**src/rtl/alu_ctrl_pkg.sv**
```systemverilog
// Shared types for the RV32I ALU-control issue stage: ALU op codes, opcodes,
// the decoded entry carried through the skid buffer, and the FSM states.
package alu_ctrl_pkg;

  typedef enum logic [3:0] {
    ALU_AND  = 4'b0000,
    ALU_OR   = 4'b0001,
    ALU_ADD  = 4'b0010,
    ALU_XOR  = 4'b0011,
    ALU_SLL  = 4'b0100,
    ALU_SRL  = 4'b0101,
    ALU_SUB  = 4'b0110,
    ALU_SRA  = 4'b0111,
    ALU_EQ   = 4'b1000,
    ALU_NE   = 4'b1001,
    ALU_TRUE = 4'b1010,
    ALU_LT   = 4'b1100,
    ALU_GE   = 4'b1101,
    ALU_LTU  = 4'b1110,
    ALU_GEU  = 4'b1111
  } alu_op_e;

  localparam logic [6:0] OPC_OP     = 7'b0110011;
  localparam logic [6:0] OPC_OP_IMM = 7'b0010011;
  localparam logic [6:0] OPC_LOAD   = 7'b0000011;
  localparam logic [6:0] OPC_STORE  = 7'b0100011;
  localparam logic [6:0] OPC_LUI    = 7'b0110111;
  localparam logic [6:0] OPC_AUIPC  = 7'b0010111;
  localparam logic [6:0] OPC_BRANCH = 7'b1100011;
  localparam logic [6:0] OPC_JAL    = 7'b1101111;
  localparam logic [6:0] OPC_JALR   = 7'b1100111;

  localparam logic [6:0] F7_BASE = 7'b0000000;
  localparam logic [6:0] F7_ALT  = 7'b0100000;

  // PC width held in the decoded entry; the top's ADDR_WIDTH must match it.
  localparam int PC_W = 32;

  typedef struct packed {
    alu_op_e         alu_op;
    logic            src_b_imm;
    logic            is_branch;
    logic            is_jump;
    logic            illegal;
    logic [PC_W-1:0] pc;
  } decoded_t;

  typedef enum logic [1:0] {
    ST_EMPTY = 2'b00,
    ST_MAIN  = 2'b01,
    ST_FULL  = 2'b10
  } state_e;

  // Shared f3 mapping of the R-type and I-type ALU groups.
  function automatic alu_op_e arith_op(input logic [2:0] f3, input logic alt);
    case (f3)
      3'b000:  arith_op = alt ? ALU_SUB : ALU_ADD;
      3'b001:  arith_op = ALU_SLL;
      3'b010:  arith_op = ALU_LT;
      3'b011:  arith_op = ALU_LTU;
      3'b100:  arith_op = ALU_XOR;
      3'b101:  arith_op = alt ? ALU_SRA : ALU_SRL;
      3'b110:  arith_op = ALU_OR;
      default: arith_op = ALU_AND;
    endcase
  endfunction

endpackage

```
**src/rtl/alu_op_decode.sv**
```systemverilog
// Combinational RV32I decode of one instruction into the ALU-control entry.
module alu_op_decode
  import alu_ctrl_pkg::*;
#(
  parameter int INSTR_WIDTH = 32
) (
  input  logic [INSTR_WIDTH-1:0] instr,
  input  logic [PC_W-1:0]        pc,
  output decoded_t               dec
);

  logic [6:0] opc;
  logic [2:0] f3;
  logic [6:0] f7;
  logic       shift;
  logic       f7_ok;
  logic       unused_fields;

  assign opc   = instr[6:0];
  assign f3    = instr[14:12];
  assign f7    = instr[31:25];
  assign shift = (f3 == 3'b001) || (f3 == 3'b101);
  // Only ADD/SUB and SRL/SRA have an alternate f7 encoding.
  assign f7_ok = (f7 == F7_BASE) || ((f7 == F7_ALT) && ((f3 == 3'b000) || (f3 == 3'b101)));
  assign unused_fields = ^{instr[24:15], instr[11:7]};

  always_comb begin
    dec     = '0;
    dec.pc  = pc;
    case (opc)
      OPC_OP: begin
        if (f7_ok) dec.alu_op = arith_op(f3, f7 == F7_ALT);
        else       dec.illegal = 1'b1;
      end
      OPC_OP_IMM: begin
        if (shift && !f7_ok) begin
          dec.illegal = 1'b1;
        end else begin
          dec.alu_op    = arith_op(f3, shift && (f7 == F7_ALT));
          dec.src_b_imm = 1'b1;
        end
      end
      OPC_LOAD, OPC_STORE, OPC_LUI, OPC_AUIPC: begin
        dec.alu_op    = ALU_ADD;
        dec.src_b_imm = 1'b1;
      end
      OPC_BRANCH: begin
        dec.is_branch = 1'b1;
        case (f3)
          3'b000:  dec.alu_op = ALU_EQ;
          3'b001:  dec.alu_op = ALU_NE;
          3'b100:  dec.alu_op = ALU_LT;
          3'b101:  dec.alu_op = ALU_GE;
          3'b110:  dec.alu_op = ALU_LTU;
          3'b111:  dec.alu_op = ALU_GEU;
          default: begin
            dec.is_branch = 1'b0;
            dec.illegal   = 1'b1;
          end
        endcase
      end
      OPC_JAL, OPC_JALR: begin
        dec.alu_op    = ALU_TRUE;
        dec.is_jump   = 1'b1;
        dec.src_b_imm = 1'b1;
      end
      default: dec.illegal = 1'b1;
    endcase
  end

endmodule

```
**src/rtl/alu_ctrl_stage.sv**
```systemverilog
// Decode/issue stage: decodes RV32I instructions and holds the results in a
// 2-entry skid buffer (main + skid) with valid/ready on both sides.
module alu_ctrl_stage
  import alu_ctrl_pkg::*;
#(
  parameter int ADDR_WIDTH  = 32,
  parameter int INSTR_WIDTH = 32
) (
  input  logic                   clk,
  input  logic                   rst_n,
  input  logic                   flush,
  input  logic                   in_valid,
  output logic                   in_ready,
  input  logic [INSTR_WIDTH-1:0] in_instr,
  input  logic [ADDR_WIDTH-1:0]  in_pc,
  output logic                   out_valid,
  input  logic                   out_ready,
  output logic [3:0]             out_alu_op,
  output logic                   out_src_b_imm,
  output logic                   out_is_branch,
  output logic                   out_is_jump,
  output logic                   out_illegal,
  output logic [ADDR_WIDTH-1:0]  out_pc
);

  decoded_t dec;
  decoded_t main_q, main_d;
  decoded_t skid_q, skid_d;
  state_e   state_q, state_d;
  logic     in_ready_q, in_ready_d;
  logic     accept, pop;

  alu_op_decode #(.INSTR_WIDTH(INSTR_WIDTH)) u_decode (
    .instr (in_instr),
    .pc    (PC_W'(in_pc)),
    .dec   (dec)
  );

  assign out_valid = (state_q != ST_EMPTY);
  assign in_ready  = in_ready_q;
  assign accept    = in_valid && in_ready_q;
  assign pop       = out_valid && out_ready;

  always_comb begin
    state_d = state_q;
    main_d  = main_q;
    skid_d  = skid_q;
    if (flush) begin
      state_d = ST_EMPTY;
    end else begin
      case (state_q)
        ST_EMPTY: if (accept) begin
          main_d  = dec;
          state_d = ST_MAIN;
        end
        ST_MAIN: begin
          if (accept && pop) begin
            main_d = dec;
          end else if (accept) begin
            skid_d  = dec;
            state_d = ST_FULL;
          end else if (pop) begin
            state_d = ST_EMPTY;
          end
        end
        ST_FULL: if (pop) begin
          main_d  = skid_q;
          state_d = ST_MAIN;
        end
        default: state_d = ST_EMPTY;
      endcase
    end
    // Registered ready: deasserted exactly while both entries are occupied.
    in_ready_d = (state_d != ST_FULL);
  end

  always_ff @(posedge clk) begin
    if (!rst_n) begin
      state_q    <= ST_EMPTY;
      in_ready_q <= 1'b1;
      main_q     <= '0;
      skid_q     <= '0;
    end else begin
      state_q    <= state_d;
      in_ready_q <= in_ready_d;
      main_q     <= main_d;
      skid_q     <= skid_d;
    end
  end

  assign out_alu_op    = main_q.alu_op;
  assign out_src_b_imm = main_q.src_b_imm;
  assign out_is_branch = main_q.is_branch;
  assign out_is_jump   = main_q.is_jump;
  assign out_illegal   = main_q.illegal;
  assign out_pc        = ADDR_WIDTH'(main_q.pc);

endmodule
```
**config.mk**
```make
export PLATFORM = sky130hd
export DESIGN_NAME = alu_ctrl_stage
export DESIGN_NICKNAME = d
export VERILOG_FILES = /design/src/rtl/alu_ctrl_pkg.sv /design/src/rtl/alu_op_decode.sv /design/src/rtl/alu_ctrl_stage.sv
export SDC_FILE = /design/constraint.sdc
export NUM_CORES = 1
export LEC_CHECK = 0
export CORE_ASPECT_RATIO = 0.6
export CORE_MARGIN = 4
export CORE_UTILIZATION = 30
export CTS_BUF_LIST = sky130_fd_sc_hd__clkbuf_8
export CTS_CLUSTER_DIAMETER = 120
export DETAILED_ROUTE_END_ITERATION = 16
export SETUP_SLACK_MARGIN = 0.2
export SYNTH_ARGS = -nofsm -noshare
export SYNTH_HDL_FRONTEND = slang
export SYNTH_HIERARCHICAL = 1
export SYNTH_SLANG_ARGS = --single-unit
```
**constraint.sdc**
```tcl
create_clock -name clk -period 1.79 [get_ports clk]
set_input_delay 0.2685 -clock clk [delete_from_list [all_inputs] [get_ports clk]]
set_output_delay 0.2685 -clock clk [all_outputs]
set_load 0.05 [all_outputs]
```
==> results.yml <==
drt:
  wl_per_cell_um: 14.3
  drc_errors: 0
  routed_wirelength_mm: 10.1
  vias: 3321
  drtPass1Iterations: 6
  drtIter0Drc: 138
  ant_nets: 0
  via_per_inst: 4.68
synthesis:
  synth_edf_count: 0
  synth_top_family_by_area: "compound AO/OA/AOI/OAI gates"
  synth_compound_area_share_pct: 21.0
  synth.net_count: 525
  synth_area_um2: 4080
  yosysWarnings: 6
  ys_types: 45
  synthMuxAreaShare_pct: 9.82
  synth-xor-area-share_pct: 0.430
  ys_seq_area_share_pct: 40.8
  ys.flop_type: "dfxtp_1"
  synth-seq-cells: 83
  synth_simple_gate_area_share_pct: 18.2
  ys_async_sr_fraction_pct: 0
  synthAdderAreaFrac_pct: 0
  syn_area_per_cell_um2: 8.94
  syn_inst: 456
placement:
  post-place-cells: 689
  place.port_buffers: 95
  gp_congestion: 0.840
  dp_hpwl_mm: 6.87
cells_and_area:
  diodes: 0
  fin_util_pct: 42.1
  syn2layout_area_growth_pct: 34.7
  nets: 604
  layout-drive-gt1-share_pct: 19.4
  instances_no_fill: 710
global_route:
  grt_antenna_before_repair: 0
  gr-total-overflow: 0
  grt_pass1_wl_mm: 16.4
  grt_max_degree: 83
  grt_pass1_vias: 3191
  track_usage_pct: 12.9
timing:
  timing_hold_violations_final: 0
  finalWorstSetupSlack_ps: -27.9
  clock_skew_ps: 7.52
  setup_viol: 1
  worstMarginPinSlew_ps: 507
  hold_slack_ps: 439
  rsz0062_at_grt: "yes"
  final.setup.tns_ps: -27.9
  achievable-frequency_mhz: 550
  slew_headroom_pct: 66.3
  min_period_over_period_pct: 102
  maxSlewViolCount: 0
  fin_crit_ps: 1820
job:
  cap_violations: 0
power_and_ir_drop:
  p_clk_share_pct: 36.0
  comb_power_share_pct: 18.3
  intPower_mw: 3.11
  power_frac_seq_pct: 45.6
  vdd_drop_max_mv: 0.402
  swShare_pct: 27.4
  power.density_nw_per_um2: 779
  p_leak_nw: 2.86
  p_switching_mw: 1.17
cts:
  h-tree-depth: 3
  clk_latency_ps: 350
  cts_buffer_depth: 2
  cts_buffers: 9
  tritoncts: "built"
  cts_hold_buf: 0
  clkTransAtPathRegs_ps: 90
  clock_sinks: 83
  root_buffer: "clkbuf_8"
floorplanning:
  start_util_pct: 31.2
  die_y_um: 98.3
  io_pins: 111
  std_cell_rows: 32
  die_area_um2: 15600
  core_region_area_um2: 13100
  die_w_um: 158
hold_path:
  holdPathStages: 3
  min_path_type: "input port to flop"
outcome:
  violations: "negative setup slack"
  status: "finished, violations left"
worst_setup_path:
  crit_type: "input port to flop"
  worstPathArrival_ps: 2100
  critPathLaunchType: "input port"
  cp.required_ps: 2080
  critPathMaxFanout: 5
  ff2ff_path_depth: 6
  cp-end-kind: "flop"
==> layer usage <==
metal | up-vias | wire length, um | global-route usage [%]
li1 | 1692 | - | -
met1 | 1541 | 4930 | 17.8
met2 | 83 | 4470 | 19.4
met3 | 5 | 691 | 5.14
met4 | 0 | 42 | 2.36
met5 | - | 0 | 0
==> path summary, 6_finish.rpt <==
| kind | from | to | slack [ps] |
|---|---|---|---|
| worst max-delay path | in_instr[27] | out_alu_op[1]$_SDFFE_PN0P_ | -30 |
| worst min register to register | skid_q[5]$_SDFFE_PN0P_ | skid_q[5]$_SDFFE_PN0P_ | 450 |
| worst min-delay path | rst_n | out_pc[6]$_SDFFE_PN0P_ | 440 |
| worst max register to register | state_q[1]$_SDFF_PN0_ | out_pc[31]$_SDFFE_PN0P_ | 330 |
==> logic make-up after synthesis <==
family,count (synthesis)
simple gates,164
compound gates,99
flops,83
buf+inv,68
mux,40
xor+xnor,2
==> sequential cells by signal, summed over array words and instances (netlist names) <==
| register | count |
|---|---|
| in_ready | 1 |
| out_alu_op | 4 |
| out_illegal | 1 |
| out_is_branch | 1 |
| out_is_jump | 1 |
| out_pc | 32 |
| out_src_b_imm | 1 |
| skid_q | 40 |
| state_q | 2 |
==> worst max-delay path, stage by stage <==
cell	delay, ps
buf_6	90
or4_4	530
nor3_4	240
a31oi_2	160
a2111oi_2	350
or4_4	200
mux2i_1	60
nand2_1	60
o211a_1	130
==> layout by cell type, fill, tap and decap left out, drive strengths merged, types with 5 or more instances in the layout <==
master,netlist,layout
dlygate4sd2,0,34
clkdlybuf4s50,0,38
o211a,41,41
nor3,5,5
dfxtp,83,83
nand2b,5,5
a21boi,42,42
nand2,128,128
mux2i,40,40
clkbuf,12,12
buf,53,54
nor2b,5,5
==> power groups by stage <==
| stage | Combinational (mW) | Sequential [mW] | Clock, mW |
|---|---|---|---|
| after floorplan | 0.279 | 2.22 | 0 |
| after global placement | 0.794 | 2.00 | 0 |
| after detailed placement | 0.802 | 2.00 | 0 |
| after CTS | 0.786 | 1.96 | 1.62 |
| after global routing | 0.836 | 1.96 | 1.70 |
| final | 0.784 | 1.95 | 1.54 |
==> area by class of cell <==
cell class	count	area [um2]
sequential	83	1660
tap	170	213
clock buffer	11	151
inverter	3	11.3
fill	1284	7560
clock inverter	5	83.8
multi-input combinational	305	2130
timing repair buffer	133	1230
==> cells in the mapped netlist, types with 2 or more instances <==
master	instances	area share (%)
clkbuf_1	12	1.1
buf_4	32	5.9
nor2_1	3	0.28
nand2_1	128	12
o21ai_0	3	0.37
nand4b_1	2	0.43
a21oi_1	2	0.25
inv_1	3	0.28
nand3_1	3	0.37
mux2i_1	40	9.8
buf_2	20	2.5
dfxtp_1	83	41
and3_1	3	0.46
nor3_1	3	0.37
o211a_1	41	10
a21boi_1	41	7.6
nand2b_1	5	0.77
nor2b_1	5	0.77
==> through the flow <==
stage / total power [mW] / setup slack, ps / area [um2]
after floorplan: 2.49 / -112 / 4080
after global placement: 2.79 / -624 / 5150
after detailed placement: 2.80 / -686 / 5150
after CTS: 4.36 / -26.4 / 5460
after global routing: 4.50 / -48.0 / 5490
final: 4.28 / -27.9 / 5490
==> what timing repair did <==
| action | 4_1_cts | 5_1_grt |
|---|---|---|
| pin swaps | 16 | 6 |
| cloned | 0 | 0 |
| setup buffers | 4 | 1 |
| setup endpoints to repair | 44 | 28 |
| resized for setup | 73 | 12 |
No activity file was read; power rests on OpenSTA's default activity.
